**src/rtl/mood_engine.sv**
```systemverilog
// mood_engine: heartbeat-ticked saturating drive counters regulated by an AWAKE/ASLEEP/DYING/DEAD FSM
module mood_engine #(
  parameter int CHANNELS = 3,
  parameter int WIDTH = 7,
  parameter int DIV_BITS = 4,
  parameter logic [CHANNELS*WIDTH-1:0] RESET_VALS = {7'd64, 7'd40, 7'd96},
  parameter int GRACE_TICKS = 8
) (
  input  logic                      clk,
  input  logic                      rst_n,
  input  logic                      ena,
  input  logic [1:0]                rate,
  input  logic [CHANNELS-1:0]       inc,
  input  logic [CHANNELS-1:0]       dec,
  input  logic                      load,
  input  logic [CHANNELS-1:0]       load_sel,
  input  logic [WIDTH-1:0]          load_val,
  output logic                      tick,
  output logic [CHANNELS*WIDTH-1:0] value,
  output logic [CHANNELS*2-1:0]     level,
  output logic [1:0]                state,
  output logic                      fell_asleep,
  output logic                      woke_up
);
  typedef enum logic [1:0] {AWAKE = 2'b00, ASLEEP = 2'b01, DYING = 2'b10, DEAD = 2'b11} st_t;
  localparam logic [WIDTH-1:0] MAX = '1;
  localparam logic [7:0] GLAST = 8'(GRACE_TICKS - 1);
  st_t st;
  logic [DIV_BITS-1:0] cnt, mask;
  logic [7:0] grace;
  logic [WIDTH-1:0] ch0;
  logic upd;
  assign mask = {DIV_BITS{1'b1}} >> rate;
  assign upd = tick & ena;
  assign ch0 = value[WIDTH-1:0];
  assign state = st;
  always_ff @(posedge clk or negedge rst_n)
    if (!rst_n) begin
      cnt <= '0;
      tick <= 1'b0;
    end else begin
      cnt <= ena ? cnt + 1'b1 : cnt;
      tick <= ena & ((cnt & mask) == mask);
    end
  for (genvar i = 0; i < CHANNELS; i++) begin : g_ch
    logic [WIDTH-1:0] v, nv;
    logic f, up, dn;
    always_comb begin
      f = st == ASLEEP && i < 2;
      up = f ? i == 0 : inc[i] & ~dec[i];
      dn = f ? i == 1 : dec[i] & ~inc[i];
      nv = load & load_sel[i] ? load_val : up && v != MAX ? v + 1'b1 : dn && v != '0 ? v - 1'b1 : v;
    end
    always_ff @(posedge clk or negedge rst_n)
      if (!rst_n) v <= RESET_VALS[i*WIDTH +: WIDTH];
      else if (upd && st != DEAD) v <= nv;
    assign value[i*WIDTH +: WIDTH] = v;
    assign level[2*i +: 2] = v[WIDTH-1 -: 2];
  end
  always_ff @(posedge clk or negedge rst_n)
    if (!rst_n) begin
      st <= AWAKE;
      grace <= '0;
      fell_asleep <= 1'b0;
      woke_up <= 1'b0;
    end else begin
      fell_asleep <= upd && st == AWAKE && ch0 != '0 && ch0[WIDTH-1 -: 2] == 2'b00;
      woke_up <= upd && st == ASLEEP && ch0 == MAX;
      if (upd)
        case (st)
          AWAKE:
            if (ch0 == '0) begin
              st <= DYING;
              grace <= '0;
            end else if (ch0[WIDTH-1 -: 2] == 2'b00) st <= ASLEEP;
          ASLEEP: if (ch0 == MAX) st <= AWAKE;
          DYING:
            if (ch0 != '0) begin
              st <= AWAKE;
              grace <= '0;
            end else if (grace == GLAST) st <= DEAD;
            else grace <= grace + 1'b1;
          default: ;
        endcase
    end
endmodule

```
**config.mk**
```make
export PLATFORM = sky130hd
export DESIGN_NAME = mood_engine
export DESIGN_NICKNAME = d
export VERILOG_FILES = /design/src/rtl/mood_engine.sv
export SDC_FILE = /design/constraint.sdc
export NUM_CORES = 1
export LEC_CHECK = 0
export CAP_MARGIN = 15
export CORE_MARGIN = 1.5
export CORE_UTILIZATION = 35
export CTS_CLUSTER_DIAMETER = 200
export DETAILED_ROUTE_END_ITERATION = 6
export GPL_TIMING_DRIVEN = 0
export PLACE_DENSITY_LB_ADDON = 0.1
export RECOVER_POWER = 25
export SETUP_SLACK_MARGIN = 0.2
export SLEW_MARGIN = 15
export SYNTH_ARGS = -nofsm -noshare
export SYNTH_HDL_FRONTEND = slang
export SYNTH_SLANG_ARGS = --single-unit
```
**constraint.sdc**
```tcl
create_clock -name clk -period 3.55 [get_ports clk]
set_input_delay 0.8875 -clock clk [delete_from_list [all_inputs] [get_ports clk]]
set_output_delay 0.8875 -clock clk [all_outputs]
set_load 0.02 [all_outputs]
```
After elaboration in Yosys (flattened, before gate mapping)
Index checks and enable logic that the tools add are counted.
{"block": "totals", "ff_bits": 38, "word_cells": 101}
{"block": "classes", "n_mux": 23, "n_reduce_logical": 28, "n_shift": 1, "bitwise": 18, "add_sub_neg": 8, "n_eq_ne": 14}
{"op": "7-bit 2-to-1 mux", "n": 9}
{"op": "8-bit 2-to-1 mux", "n": 3}
{"op": "7-bit by 1-bit adder with 7-bit output (second input constant)", "n": 3}
{"op": "7-bit inequality test (second input constant)", "n": 3}
{"op": "7-bit nonzero test", "n": 3}
{"op": "7-bit by 1-bit subtractor with 7-bit output (second input constant)", "n": 3}
{"op": "8-bit case mux with 2 select lines", "n": 1}
{"op": "1-bit logical AND", "n": 12}
{"op": "3-bit nonzero test", "n": 4}
{"op": "1-bit bitwise AND", "n": 11}
{"op": "2-bit 2-to-1 mux", "n": 5}
{"op": "8-bit by 1-bit adder with 8-bit output (second input constant)", "n": 1}
{"op": "8-bit by 3-bit equality test with 1-bit output (second input constant)", "n": 1}
{"op": "7-bit equality test (second input constant)", "n": 1}
{"op": "7-bit logical NOT", "n": 1}
{"op": "3-bit inequality test (second input constant)", "n": 2}
{"op": "1-bit inverter", "n": 6}
{"op": "2-bit case mux with 3 select lines", "n": 1}
{"op": "2-bit AND reduction", "n": 3}
{"op": "5-bit AND reduction", "n": 1}
{"op": "4-bit by 1-bit adder with 4-bit output (second input constant)", "n": 1}
{"op": "4-bit bitwise AND", "n": 1}
{"op": "4-bit equality test", "n": 1}
{"op": "2-bit logical NOT", "n": 2}
{"op": "9 further kinds", "n": 13}

Depth between registers and ports, before layout
Gate-level depths: netlist (run 1).
{"block": "logic_depth", "word_depth": 7, "ltp_mapped": 10, "ltp_nobuf": 10}

Worst setup path after synthesis (run 1)
OpenSTA, ideal clock, no wires.
{"block": "synth_path", "kind": "input -> register", "startpoint": "input inc[0]", "endpoint": "register g_ch[0].v[6], in the netlist ch0[6]", "setup_ps": 88, "path_slack_ps": 437, "t_arrival_ps": 3025, "path_stages": 8, "path_cell_list": "nor2b_1 o22ai_1 ha_1 a211o_1 a211oi_1 nor3_1 o2111ai_1 or3b_1"}
{"block": "synth_via", "elab_chain_len": 6, "word_cells_on_any_way": 11, "cone_classes": "4 x mux; 3 x bitwise; 4 x reduce/logical"}
{"element": "start: declaration", "line": "13", "rtl": "input logic [CHANNELS-1:0] inc,"}
{"element": "1-bit inverter", "line": "51", "rtl": "dn = f ? i == 1 : dec[i] & ~inc[i];"}
{"element": "1-bit bitwise AND", "line": "51"}
{"element": "1-bit 2-to-1 mux", "line": "51"}
{"element": "1-bit logical AND", "line": "52", "rtl": "nv = load & load_sel[i] ? load_val : up && v != MAX ? v + 1'b1 : dn && v != '0 ? v - 1'b1 : v;"}
{"element": "3-bit nonzero test (no line)"}
{"element": "2-bit AND reduction (no line)"}
{"element": "end signal: assignment", "line": "55", "rtl": "if (!rst_n) v <= RESET_VALS[i*WIDTH +: WIDTH];"}
{"element": "end signal: assignment", "line": "56", "rtl": "else if (upd && st != DEAD) v <= nv;"}
{"element": "end: declaration", "line": "46", "rtl": "logic [WIDTH-1:0] v, nv;"}
Several ways; a longest one is shown, not always the timed one.
A chain may end at the register's enable or synchronous reset.

Worst setup path in the final report (run 1)
Same ends and word-level chain as after synthesis.

==> PnR_summary.wiki, run 1 <==
{| class="wikitable"
! Metric !! Value
|-
| Result of the run || complete, but fails checks
|-
| Violations in the final reports || capacitance limit
|-
| Final worst path period need || roughly 3200 ps
|-
| Relative slew margins || less than 1%
|-
| FF-to-FF path depth || 8
|-
| Clock transition at the registers of the reported paths || 80 ps
|-
| Max-capacitance violation count || 1
|-
| Most instantiated library cell after synthesis || sky130_fd_sc_hd__a21oi_1
|-
| Kind of end point of the critical path || flip-flop
|-
| Depth of the CTS H-tree || 2
|-
| Routed wirelength normalized by instance count || roughly 15 microns
|-
| Die Y || 94.0 microns
|-
| Fraction of post-synthesis cell area in the top cell type by area || 28.5%
|-
| Pre-CTS setup slack || -340 ps
|-
| Core Footprint || ~8100 sq um
|-
| Reg2Reg Launch Point || ch0[5]$_DFFE_PN1P_
|-
| Starting density of the core || between 30% and 40%
|-
| Cells after synthesis || 324
|-
| Die outline area || 8840 sq um
|-
| Root Driver || sky130_fd_sc_hd__clkbuf_8
|-
| Number of enable flip-flop cells after synthesis || 0
|-
| Ys async rst share || 100%
|-
| Data required, critical path || 3770 ps
|-
| Clock sink total || 38
|-
| Smallest hold slack || 465 ps
|-
| Hold path startpoint || cnt[3]$_DFFE_PN0P_
|-
| Final WS setup || between 300 and 400 ps
|-
| List of most frequent post-synthesis cells || sky130_fd_sc_hd__a21oi_1, sky130_fd_sc_hd__dfrtp_1, sky130_fd_sc_hd__nor2_1, sky130_fd_sc_hd__ha_1, sky130_fd_sc_hd__nand2_1
|-
| Leftover overflow at the end of global routing || 0
|-
| Main flop type after synthesis || sky130_fd_sc_hd__dfrtp_1
|-
| FF-to-FF setup slack || 670 ps
|-
| Cell accounting for the most synthesized area || sky130_fd_sc_hd__dfrtp_1
|-
| Highest achievable clock rate || approximately 310 MHz
|-
| Hold Path Cell Cnt || 1
|-
| Total chip power || between 3 and 4 mW
|-
| Layout Cell Area excl Fill || 3660 sq um
|-
| Fraction of final layout cells sized beyond drive strength 1 || about a tenth
|-
| Hold WC Path Type || flip-flop to flip-flop
|-
| Number of nets with antenna violations after routing || 0
|-
| Standby leakage power || 1.50 nW
|-
| Final Hold Fails || 0
|-
| Crit path kind || input port to flip-flop
|-
| Nets || 429
|-
| Iteration-0 DRC Markers || 94
|-
| Kind of start point of the critical path || input port
|-
| Crit-path max FO || 9
|-
| VDD IR-drop max || roughly 0.00032 V
|-
| Biggest area contributors in the synthesized netlist || sky130_fd_sc_hd__dfrtp_1, sky130_fd_sc_hd__ha_1, sky130_fd_sc_hd__a21oi_1
|-
| Count of pins on the block boundary || 54
|-
| TritonCTS clock tree || yes
|-
| Worst Max-Slew Pin Slew || 1490 ps
|-
| Die width || 94.0 microns
|-
| HPWL after detailed placement || 5690 microns
|-
| Total routing resource utilization after global routing || between 10% and 20%
|-
| Critical path arrival || 3400 ps
|-
| Number of flip-flops and latches in the synthesized netlist || 38
|-
| Unrepaired setup endpoints after global routing || no
|-
| Number of global-route vias before repair || 2593
|-
| Antenna violations before repair || 0
|-
| Net count after synthesis || 370
|-
| Synth Area per Inst || 8.95 sq um
|-
| Post-Place Cell Area || 3560 sq um
|-
| Synth-to-Final Area Change || 26.1%
|-
| Maximum number of pins on one net before global-route repair || 27
|-
| Placer Congestion || 0.811
|-
| Number of detailed-routing iterations run before antenna repair || 4
|-
| Yosys warning total || 0
|-
| Number of buffers added on ports || 51
|-
| Setup Viol. Count Final || 0
|-
| RR Endpoint || ch0[6]$_DFFE_PN1P_
|-
| Final number of max-transition violations || 0
|-
| Summed instance area of the synthesized netlist || 2900 sq um
|-
| TritonCTS Buffers || 5
|-
| Total routed wirelength || 7450 microns
|-
| First-pass GRT wire length || 12700 microns
|-
| Antenna cell count || 0
|-
| Proportion of synthesized chip area in sequential cells || approximately a third
|-
| Power density over the cells || between 800 and 900 nW/um^2
|-
| Worst Hold End || cnt[3]$_DFFE_PN0P_
|-
| Netlist cell types || 55
|-
| Share of the cycle needed by the critical path after routing || 89.6%
|-
| Later-pin clock latency in the skew report || approximately 300 ps
|-
| Count of vias placed by the detailed router || between 2k and 3k
|-
| DRC || 0
|-
| Average vias per placed instance || 5.35
|-
| Number of buffers between clock root and the deepest sink || 2
|-
| Placement Rows || 33
|-
| Setup Skew || 11.4 ps
|}
[final cells by class]
type                    count  area (sq um)
plain buffers              14          78.8
clock buffers               7          86.3
clock inverters             1          5.00
fillers                   795          4480
inverters                  13          48.8
multi-input cells         259          1840
flip-flops and latches     38           957
well taps                 105           131
repair buffers             52           508
[state kept, by name, indices dropped and copies added, names as in the netlist]
signal / count
state: 2
fell_asleep: 1
tick: 1
woke_up: 1
g_ch.v: 14
grace: 8
cnt: 4
ch0: 7
[stage by stage]
| stage | cells | util (%) | TNS [ps] |
|---|---|---|---|
| finish | 489 | 45.0 | 0 |
| global route | 489 | 45.0 | 0 |
| CTS | 489 | 44.9 | 0 |
| detailed placement | 481 | 43.7 | -949 |
| global placement | 480 | 43.5 | -786 |
| floorplan | 324 | - | 0 |
[power by group]
part	switching, mW	total (mW)	internal (mW)
registers	0.254	0.850	0.596
clock network	0.165	0.322	0.157
logic	0.952	1.87	0.919
[placed cells by master, fill, tap and decap left out, drive strengths merged, types with 9 or more instances in the layout]
cell,instances
clkbuf,14
dfrtp,33
a21oi,35
nand3,10
inv,13
nand2,20
ha,21
buf,9
clkdlybuf4s50,50
nor3,9
mux2i,9
nor2,24
o21ai,19
[timing repair]
action / 4_1_cts / 5_1_grt
setup buffers: 0 / 0
setup endpoints to repair: 4 / 3
hold buffers: 0 / 0
resized for setup: 2 / 4
[kinds of logic (layout without fill, tap and decap cells)]
kind of cell | count (synthesis) | after routing | share of synthesized area, %
compound gates | 103 | 103 | 23.5
xor+xnor | 9 | 9 | 2.72
fa+ha+maj | 24 | 24 | 11.1
buf+inv | 27 | 87 | 4.44
flops | 38 | 38 | 33.0
mux | 14 | 14 | 5.05
simple gates | 109 | 109 | 20.2
[critical path: stages]
cell	delay [ps]
sky130_fd_sc_hd__clkdlybuf4s50_1	470
sky130_fd_sc_hd__nor2b_1	220
sky130_fd_sc_hd__o22ai_4	160
sky130_fd_sc_hd__fa_1	460
sky130_fd_sc_hd__a211o_1	320
sky130_fd_sc_hd__a211oi_2	230
sky130_fd_sc_hd__nor3_1	100
sky130_fd_sc_hd__o2111ai_1	190
sky130_fd_sc_hd__or3b_1	360
[layer usage]
layer,track usage [%],vias to the layer above,share of wire (%)
met4,3.73,0,0.40
met1,25.4,1243,49
met2,30.0,35,48
li1,-,1335,-
met3,2.51,2,2.4
met5,0,-,0
[how the worst max path moves through the flow]
stage | cells past startpoint | start | slack [ps] | to
floorplan | 8 | inc[0] | 440 | ch0[6]$_DFFE_PN1P_
global placement | 9 | inc[2] | -310 | g_ch[2].v[6]$_DFFE_PN1P_
detailed placement | 9 | inc[0] | -340 | ch0[6]$_DFFE_PN1P_
CTS | 9 | inc[2] | 210 | g_ch[2].v[6]$_DFFE_PN1P_
global route | 9 | inc[2] | 240 | g_ch[2].v[6]$_DFFE_PN1P_
finish | 9 | inc[0] | 370 | ch0[6]$_DFFE_PN1P_
(Power assumes the default switching activity.)
==> run 2, diff against run 1 <==
--- a/config.mk
+++ b/config.mk
@@ -11,7 +11,7 @@
 export CTS_CLUSTER_DIAMETER = 200
 export DETAILED_ROUTE_END_ITERATION = 6
 export GPL_TIMING_DRIVEN = 0
-export PLACE_DENSITY_LB_ADDON = 0.1
+export PLACE_DENSITY_LB_ADDON = 0.2
 export RECOVER_POWER = 25
 export SETUP_SLACK_MARGIN = 0.2
 export SLEW_MARGIN = 15
==> run 2 against run 1 <==
Compared with the run above:
- the run now ends clean
- routed wire length shrank 2.8%
- largest power group unchanged
- fmax shrank 1.8%
- sequential cell count is the same
- non-clock buffer count is the same
- via count grew 1.4%
- setup slack lost 58 ps
- clock power grew 20%
==> PnR_summary.wiki, run 2 (same netlist as run 1, synthesis figures left out) <==
{| class="wikitable"
! Metric !! Value
|-
| Result of the run || completed
|-
| TritonCTS Buffers || 5 (unchanged)
|-
| Slowest library cell on the worst path || sky130_fd_sc_hd__clkdlybuf4s50_1
|-
| FF-to-FF setup slack || 650 ps (-20 ps)
|-
| Final Hold Fails || 0 (unchanged)
|-
| Buffers inserted by post-CTS timing repair || 0 (unchanged)
|-
| Share of the cycle needed by the critical path after routing || 91.3% (+1.6 points)
|-
| DRC || 0 (unchanged)
|-
| Power density over the cells || 839 nW/um^2 (+0.82%)
|-
| Placement Rows || 33 (unchanged)
|-
| Pre-CTS setup slack || -395 ps (-54.4 ps)
|-
| Setup Viol. Count Final || 0 (unchanged)
|-
| Synth-to-Final Area Change || 26.8%
|-
| Average vias per placed instance || 5.42 (+1.4%)
|-
| Non-filler cells, final || 489 (unchanged)
|-
| Worst Hold End || cnt[3]$_DFFE_PN0P_
|-
| RR Endpoint || ch0[6]$_DFFE_PN1P_
|-
| Maximum number of pins on one net before global-route repair || 22 (-19%)
|-
| Highest achievable clock rate || 309 MHz (-1.8%)
|-
| Max stage delay on crit path || 490 ps (+20 ps)
|-
| HPWL after detailed placement || 5630 microns (-1.1%)
|-
| Cell count after placement || 481 (unchanged)
|-
| Flip-flop count of the largest register, all copies and words added || 14 (unchanged)
|-
| Unrepaired setup endpoints after global routing || no
|-
| Data required, critical path || 3760 ps (about the same)
|-
| Number of global-route vias before repair || 2415 (-6.9%)
|-
| Clock transition at the registers of the reported paths || 70 ps (about the same)
|-
| Chain of cells forming the critical path || clkdlybuf4s50_1 > nor2b_1 > o22ai_4 > fa_1 > a211o_1 > a211oi_2 > nor3_1 > o2111ai_1 > or3b_1
|-
| Final WS setup || 310 ps (-58.2 ps)
|-
| Crit-path max FO || 9 (unchanged)
|-
| Number of nets with antenna violations after routing || 0 (unchanged)
|-
| Hold path startpoint || cnt[3]$_DFFE_PN0P_
|-
| Core Footprint || 8130 sq um (unchanged)
|-
| Relative slew margins || 17.3% (+17 points)
|-
| First-pass GRT wire length || 12100 microns (-4.9%)
|-
| Number of detailed-routing iterations run before antenna repair || 4 (unchanged)
|-
| Gate family responsible for the most delay along the worst path || compound AO/OA/AOI/OAI gates
|-
| Final number of max-transition violations || 0 (unchanged)
|-
| Reg2Reg Launch Point || ch0[5]$_DFFE_PN1P_
|-
| Leftover overflow at the end of global routing || 0 (unchanged)
|-
| Setup Skew || 8.10 ps (-3.30 ps)
|-
| Die outline area || 8840 sq um (unchanged)
|-
| Die Y || 94.0 microns (unchanged)
|-
| Number of buffers added on ports || 51 (unchanged)
|-
| Most frequent standard cell in the layout excluding fill and tap cells || sky130_fd_sc_hd__clkdlybuf4s50_1
|-
| Die width || 94.0 microns (unchanged)
|-
| Nets || 429 (unchanged)
|-
| Highest-count cells in the layout ignoring fill and taps || sky130_fd_sc_hd__clkdlybuf4s50_1, sky130_fd_sc_hd__a21oi_1, sky130_fd_sc_hd__dfrtp_1
|-
| Final worst path period need || 3240 ps (+58.2 ps)
|-
| Total routing resource utilization after global routing || 17.3% (-0.90 points)
|-
| Critical path arrival || 3450 ps (+50 ps)
|-
| TritonCTS clock tree || yes
|-
| Count of vias placed by the detailed router || 2651 (+1.4%)
|-
| Starting density of the core || 35.7% (unchanged)
|-
| Quantity of hold-fixing buffers added after cts || 0 (unchanged)
|-
| Root Driver || sky130_fd_sc_hd__clkbuf_8
|-
| Depth of the CTS H-tree || 2 (unchanged)
|-
| Total routed wirelength || 7240 microns (-2.8%)
|-
| Worst Max-Slew Pin Slew || 1240 ps (-251 ps)
|-
| Clock sink total || 38 (unchanged)
|-
| Antenna cell count || 0 (unchanged)
|-
| Routed wirelength normalized by instance count || 14.8 microns (-2.8%)
|-
| Max-capacitance violation count || 0 (-1)
|-
| Number of buffers between clock root and the deepest sink || 2 (unchanged)
|-
| Crit path kind || input port to flip-flop
|-
| VDD IR-drop max || 0.000327 V (+2.6%)
|-
| Hold WC Path Type || flip-flop to flip-flop
|-
| Later-pin clock latency in the skew report || 290 ps (about the same)
|-
| FF-to-FF path depth || 8 (unchanged)
|-
| Number of buffer and inverter instances along the worst setup path || 1 (unchanged)
|-
| Final total negative setup slack || 0 ps (unchanged)
|-
| Fraction of final layout cells sized beyond drive strength 1 || 10.2% (-0.26 points)
|-
| Antenna violations before repair || 0 (unchanged)
|-
| Layout fillers || 785 (-1.3%)
|-
| Kind of end point of the critical path || flip-flop
|-
| Iteration-0 DRC Markers || 79 (-16%)
|-
| Placer Congestion || 0.841 (+3.7%)
|-
| Kind of start point of the critical path || input port
|-
| Count of pins on the block boundary || 54 (unchanged)
|-
| Register bank with the most flops || g_ch.v
|-
| Standby leakage power || 1.51 nW (+0.62%)
|-
| Hold Path Cell Cnt || 1 (unchanged)
|}
[run 2: cell types whose count changed in the layout (fill, tap and decap cells not counted), sizes merged]
cell and change:
clkinv -1, bufinv +1
[run 2: worst register-to-register path: stages, from the launching register on]
cell and delay [ps]:
sky130_fd_sc_hd__dfstp_2 630, sky130_fd_sc_hd__nand4_1 220, sky130_fd_sc_hd__o22ai_4 370, sky130_fd_sc_hd__ha_1 360, sky130_fd_sc_hd__a211o_1 350, sky130_fd_sc_hd__a211oi_2 220, sky130_fd_sc_hd__nor3_1 90, sky130_fd_sc_hd__o2111ai_1 190
sky130_fd_sc_hd__or3b_1 380
[run 2: layout make-up]
type	count	area [sq um]	area share, %
clock inverters	1	30.0	0.817
clock buffers	7	86.3	2.35
flip-flops and latches	38	957	26.0
inverters	13	48.8	1.33
repair buffers	52	508	13.8
multi-input cells	259	1840	49.9
well taps	105	131	3.57
plain buffers	14	78.8	2.14
[run 2: report_power, final]
part	switching (mW)	internal, mW
clock network	0.157	0.229
registers	0.247	0.596
logic	0.940	0.915
[run 2: timing repair]
item | in CTS | in global routing
endpoints found under the setup margin | 4 | 3
endpoints found under the hold margin | 0 | 0
gates resized for setup | 2 | 3
cloned | 0 | 0
[run 2: per-layer routing]
metal  global-route usage [%]  part of all wire, %
met5                        0                    0
met1                     24.0                   49
met4                     4.10                  1.0
met3                     2.43                  2.6
met2                     28.4                   47
[run 2: through the flow]
| stage | power, mW | instance area (sq um) | utilization (%) | hold slack [ps] |
|---|---|---|---|---|
| after global placement | 2.64 | 3540 | 43.5 | 462 |
| after global routing | 3.36 | 3680 | 45.2 | 486 |
| after detailed placement | 2.68 | 3560 | 43.8 | 457 |
| final | 3.08 | 3680 | 45.2 | 469 |
| after CTS | 3.09 | 3690 | 45.3 | 472 |
| after floorplan | 2.09 | 2900 | - | 440 |
[run 2: worst max path at each step]
stage	slack, ps	endpoint	cells past startpoint	start
3_5_place_dp	-390	ch0[6]$_DFFE_PN1P_	9	inc[0]
3_3_place_gp	-330	ch0[6]$_DFFE_PN1P_	9	inc[0]
6_report	310	ch0[6]$_DFFE_PN1P_	9	inc[0]
5_1_grt	220	ch0[6]$_DFFE_PN1P_	9	inc[0]
2_1_floorplan	440	ch0[6]$_DFFE_PN1P_	8	inc[0]
4_1_cts	240	ch0[6]$_DFFE_PN1P_	9	inc[0]
==> run 3, diff against run 2 <==
--- a/config.mk
+++ b/config.mk
@@ -6,7 +6,6 @@
 export NUM_CORES = 1
 export LEC_CHECK = 0
 export CAP_MARGIN = 15
-export CORE_MARGIN = 1.5
 export CORE_UTILIZATION = 35
 export CTS_CLUSTER_DIAMETER = 200
 export DETAILED_ROUTE_END_ITERATION = 6
==> run 3 against run 2 <==
Compared with the run above:
- sequential share of layout area up 0.16 points
- critical path depth unchanged
- sequential power rose by 0.9%
- sequential cell count unchanged
- first-iteration DRC count increased by 5.1%
- via count grew 0.45%
==> PnR_summary.wiki, run 3 (same netlist as run 1, synthesis figures left out) <==
{| class="wikitable"
! Metric !! Value
|-
| Clock transition at the registers of the reported paths || 80 ps (about the same)
|-
| Result of the run || completed
|-
| Most frequent standard cell in the layout excluding fill and tap cells || sky130_fd_sc_hd__clkdlybuf4s50_1
|-
| Total routing resource utilization after global routing || 17.9% (+0.63 points)
|-
| Core Footprint || 7890 sq um (-3.0%)
|-
| Leftover overflow at the end of global routing || 0 (unchanged)
|-
| Setup Skew || 6.26 ps (-1.84 ps)
|-
| Cell count after placement || 478 (-0.62%)
|-
| Pre-CTS setup slack || -320 ps (+74.7 ps)
|-
| Placement Rows || 32 (-3.0%)
|-
| Slowest library cell on the worst path || sky130_fd_sc_hd__clkdlybuf4s50_1
|-
| Highest achievable clock rate || 314 MHz (+1.6%)
|-
| Average vias per placed instance || 5.48 (+1.1%)
|-
| Kind of start point of the critical path || input port
|-
| Die width || 93.0 microns (-1.1%)
|-
| Antenna cell count || 0 (unchanged)
|-
| Share of the cycle needed by the critical path after routing || 89.8% (-1.4 points)
|-
| Clock sink total || 38 (unchanged)
|-
| Maximum number of pins on one net before global-route repair || 23 (+4.5%)
|-
| Chain of cells forming the critical path || clkdlybuf4s50_1 > nor2b_1 > o21ai_2 > fa_1 > a211o_1 > a211oi_1 > nor3_1 > o2111ai_1 > or3b_1
|-
| Die Y || 93.0 microns (-1.1%)
|-
| Power density over the cells || 829 nW/um^2 (-1.1%)
|-
| Routed wirelength normalized by instance count || 15.0 microns (+1.2%)
|-
| Non-filler cells, final || 486 (-0.61%)
|-
| Layout fillers || 775 (-1.3%)
|-
| Number of buffer and inverter instances along the worst setup path || 1 (unchanged)
|-
| Hold WC Path Type || flip-flop to flip-flop
|-
| Fraction of final layout cells sized beyond drive strength 1 || 10.7% (+0.52 points)
|-
| Buffers inserted by post-CTS timing repair || 0 (unchanged)
|-
| Count of vias placed by the detailed router || 2663 (+0.45%)
|-
| Relative slew margins || 15.3% (-2.1 points)
|-
| Total routed wirelength || 7280 microns (+0.58%)
|-
| Crit path kind || input port to flip-flop
|-
| VDD IR-drop max || 0.000309 V (-5.5%)
|-
| Count of pins on the block boundary || 54 (unchanged)
|-
| Number of nets with antenna violations after routing || 0 (unchanged)
|-
| Register bank with the most flops || g_ch.v
|-
| Kind of end point of the critical path || flip-flop
|-
| Critical path arrival || 3410 ps (-40 ps)
|-
| Starting density of the core || 36.8% (+1.1 points)
|-
| Iteration-0 DRC Markers || 83 (+5.1%)
|-
| Antenna violations before repair || 0 (unchanged)
|-
| DRC || 0 (unchanged)
|-
| Crit-path max FO || 9 (unchanged)
|-
| Depth of the CTS H-tree || 2 (unchanged)
|-
| Later-pin clock latency in the skew report || 290 ps (about the same)
|-
| Hold Path Cell Cnt || 1 (unchanged)
|-
| Final WS setup || 361 ps (+51.1 ps)
|-
| Final total negative setup slack || 0 ps (unchanged)
|-
| Die outline area || 8650 sq um (-2.1%)
|-
| TritonCTS clock tree || yes
|-
| First-pass GRT wire length || 12400 microns (+2.9%)
|-
| Gate family responsible for the most delay along the worst path || compound AO/OA/AOI/OAI gates
|-
| Worst Max-Slew Pin Slew || 1270 ps (+30.8 ps)
|-
| HPWL after detailed placement || 5640 microns (+0.23%)
|-
| Highest-count cells in the layout ignoring fill and taps || sky130_fd_sc_hd__clkdlybuf4s50_1, sky130_fd_sc_hd__a21oi_1, sky130_fd_sc_hd__dfrtp_1
|-
| Setup Viol. Count Final || 0 (unchanged)
|-
| Smallest hold slack || 470 ps (+1.37 ps)
|-
| Standby leakage power || 1.50 nW (-0.68%)
|-
| Placer Congestion || 0.791 (-5.9%)
|-
| Root Driver || sky130_fd_sc_hd__clkbuf_8
|-
| Final Hold Fails || 0 (unchanged)
|-
| Nets || 429 (unchanged)
|-
| Number of buffers between clock root and the deepest sink || 2 (unchanged)
|-
| TritonCTS Buffers || 5 (unchanged)
|-
| Number of buffers added on ports || 51 (unchanged)
|-
| Final worst path period need || 3190 ps (-51.1 ps)
|-
| Unrepaired setup endpoints after global routing || no
|-
| FF-to-FF path depth || 8 (unchanged)
|-
| Number of detailed-routing iterations run before antenna repair || 5 (+1)
|-
| Final number of max-transition violations || 0 (unchanged)
|-
| Total number of cells along the worst setup path || 9 (unchanged)
|-
| Utilization after layout || 46.3% (+1.1 points)
|-
| Number of global-route vias before repair || 2639 (+9.3%)
|-
| Flip-flop count of the largest register, all copies and words added || 14 (unchanged)
|-
| Max-capacitance violation count || 0 (unchanged)
|-
| Data required, critical path || 3770 ps (about the same)
|-
| Synth-to-Final Area Change || 26.0%
|-
| Max stage delay on crit path || 470 ps (-20 ps)
|}
## run 3: report_power, final
group,internal [mW],switching [mW]
clock,0.156,0.171
sequential,0.595,0.255
combinational,0.916,0.937
total,1.67,1.36
## run 3: per-stage QoR
| step | power [mW] | cell area (sq um) |
|---|---|---|
| 3_5_place_dp | 2.68 | 3560 |
| 3_3_place_gp | 2.64 | 3540 |
| 2_1_floorplan | 2.09 | 2900 |
| 6_report | 3.03 | 3650 |
| 5_1_grt | 3.31 | 3650 |
| 4_1_cts | 3.03 | 3660 |
## run 3: layout make-up
cell class	instances	area (sq um)	area share (%)
plain buffers	14	78.8	2.16
clock buffers	6	82.6	2.26
repair buffers	52	508	13.9
well taps	102	128	3.49
clock inverters	2	12.5	0.342
multi-input cells	259	1840	50.3
inverters	13	48.8	1.34
flip-flops and latches	38	957	26.2
## run 3: final timing paths
kind / from / to / slack, ps
worst max register to register: g_ch[2].v[6]$_DFFE_PN1P_ / g_ch[2].v[6]$_DFFE_PN1P_ / 670
worst min-delay path: cnt[3]$_DFFE_PN0P_ / cnt[3]$_DFFE_PN0P_ / 470
max in group asynchronous: rst_n / g_ch[1].v[4]$_DFFE_PN0P_ / 1200
min in group asynchronous: rst_n / g_ch[2].v[3]$_DFFE_PN0P_ / 700
worst min register to register: cnt[3]$_DFFE_PN0P_ / cnt[3]$_DFFE_PN0P_ / 470
worst max-delay path: inc[2] / g_ch[2].v[6]$_DFFE_PN1P_ / 360
## run 3: layer usage
metal  vias up  share of wire (%)  track usage, %  wire length (microns)
met4         0                1.3            4.87                     98
met5         -                  0               0                      0
met3        11                3.0            3.01                    217
met2        41                 49            31.0                   3560
met1      1277                 47            23.0                   3410
li1       1334                  -               -                      -
## run 3: worst reg2reg max path: stages (launching register included)
cell                        delay, ps
sky130_fd_sc_hd__dfstp_2          580
sky130_fd_sc_hd__nand4_1          130
sky130_fd_sc_hd__o21ai_2          400
sky130_fd_sc_hd__ha_1             380
sky130_fd_sc_hd__a211o_1          340
sky130_fd_sc_hd__a211oi_1         290
sky130_fd_sc_hd__nor3_1           110
sky130_fd_sc_hd__o2111ai_1        210
sky130_fd_sc_hd__or3b_1           370
## run 3: what timing repair did
item / in CTS / in global routing
resized for setup: 2 / 4
hold buffers: 0 / 0
setup endpoints to repair: 3 / 3
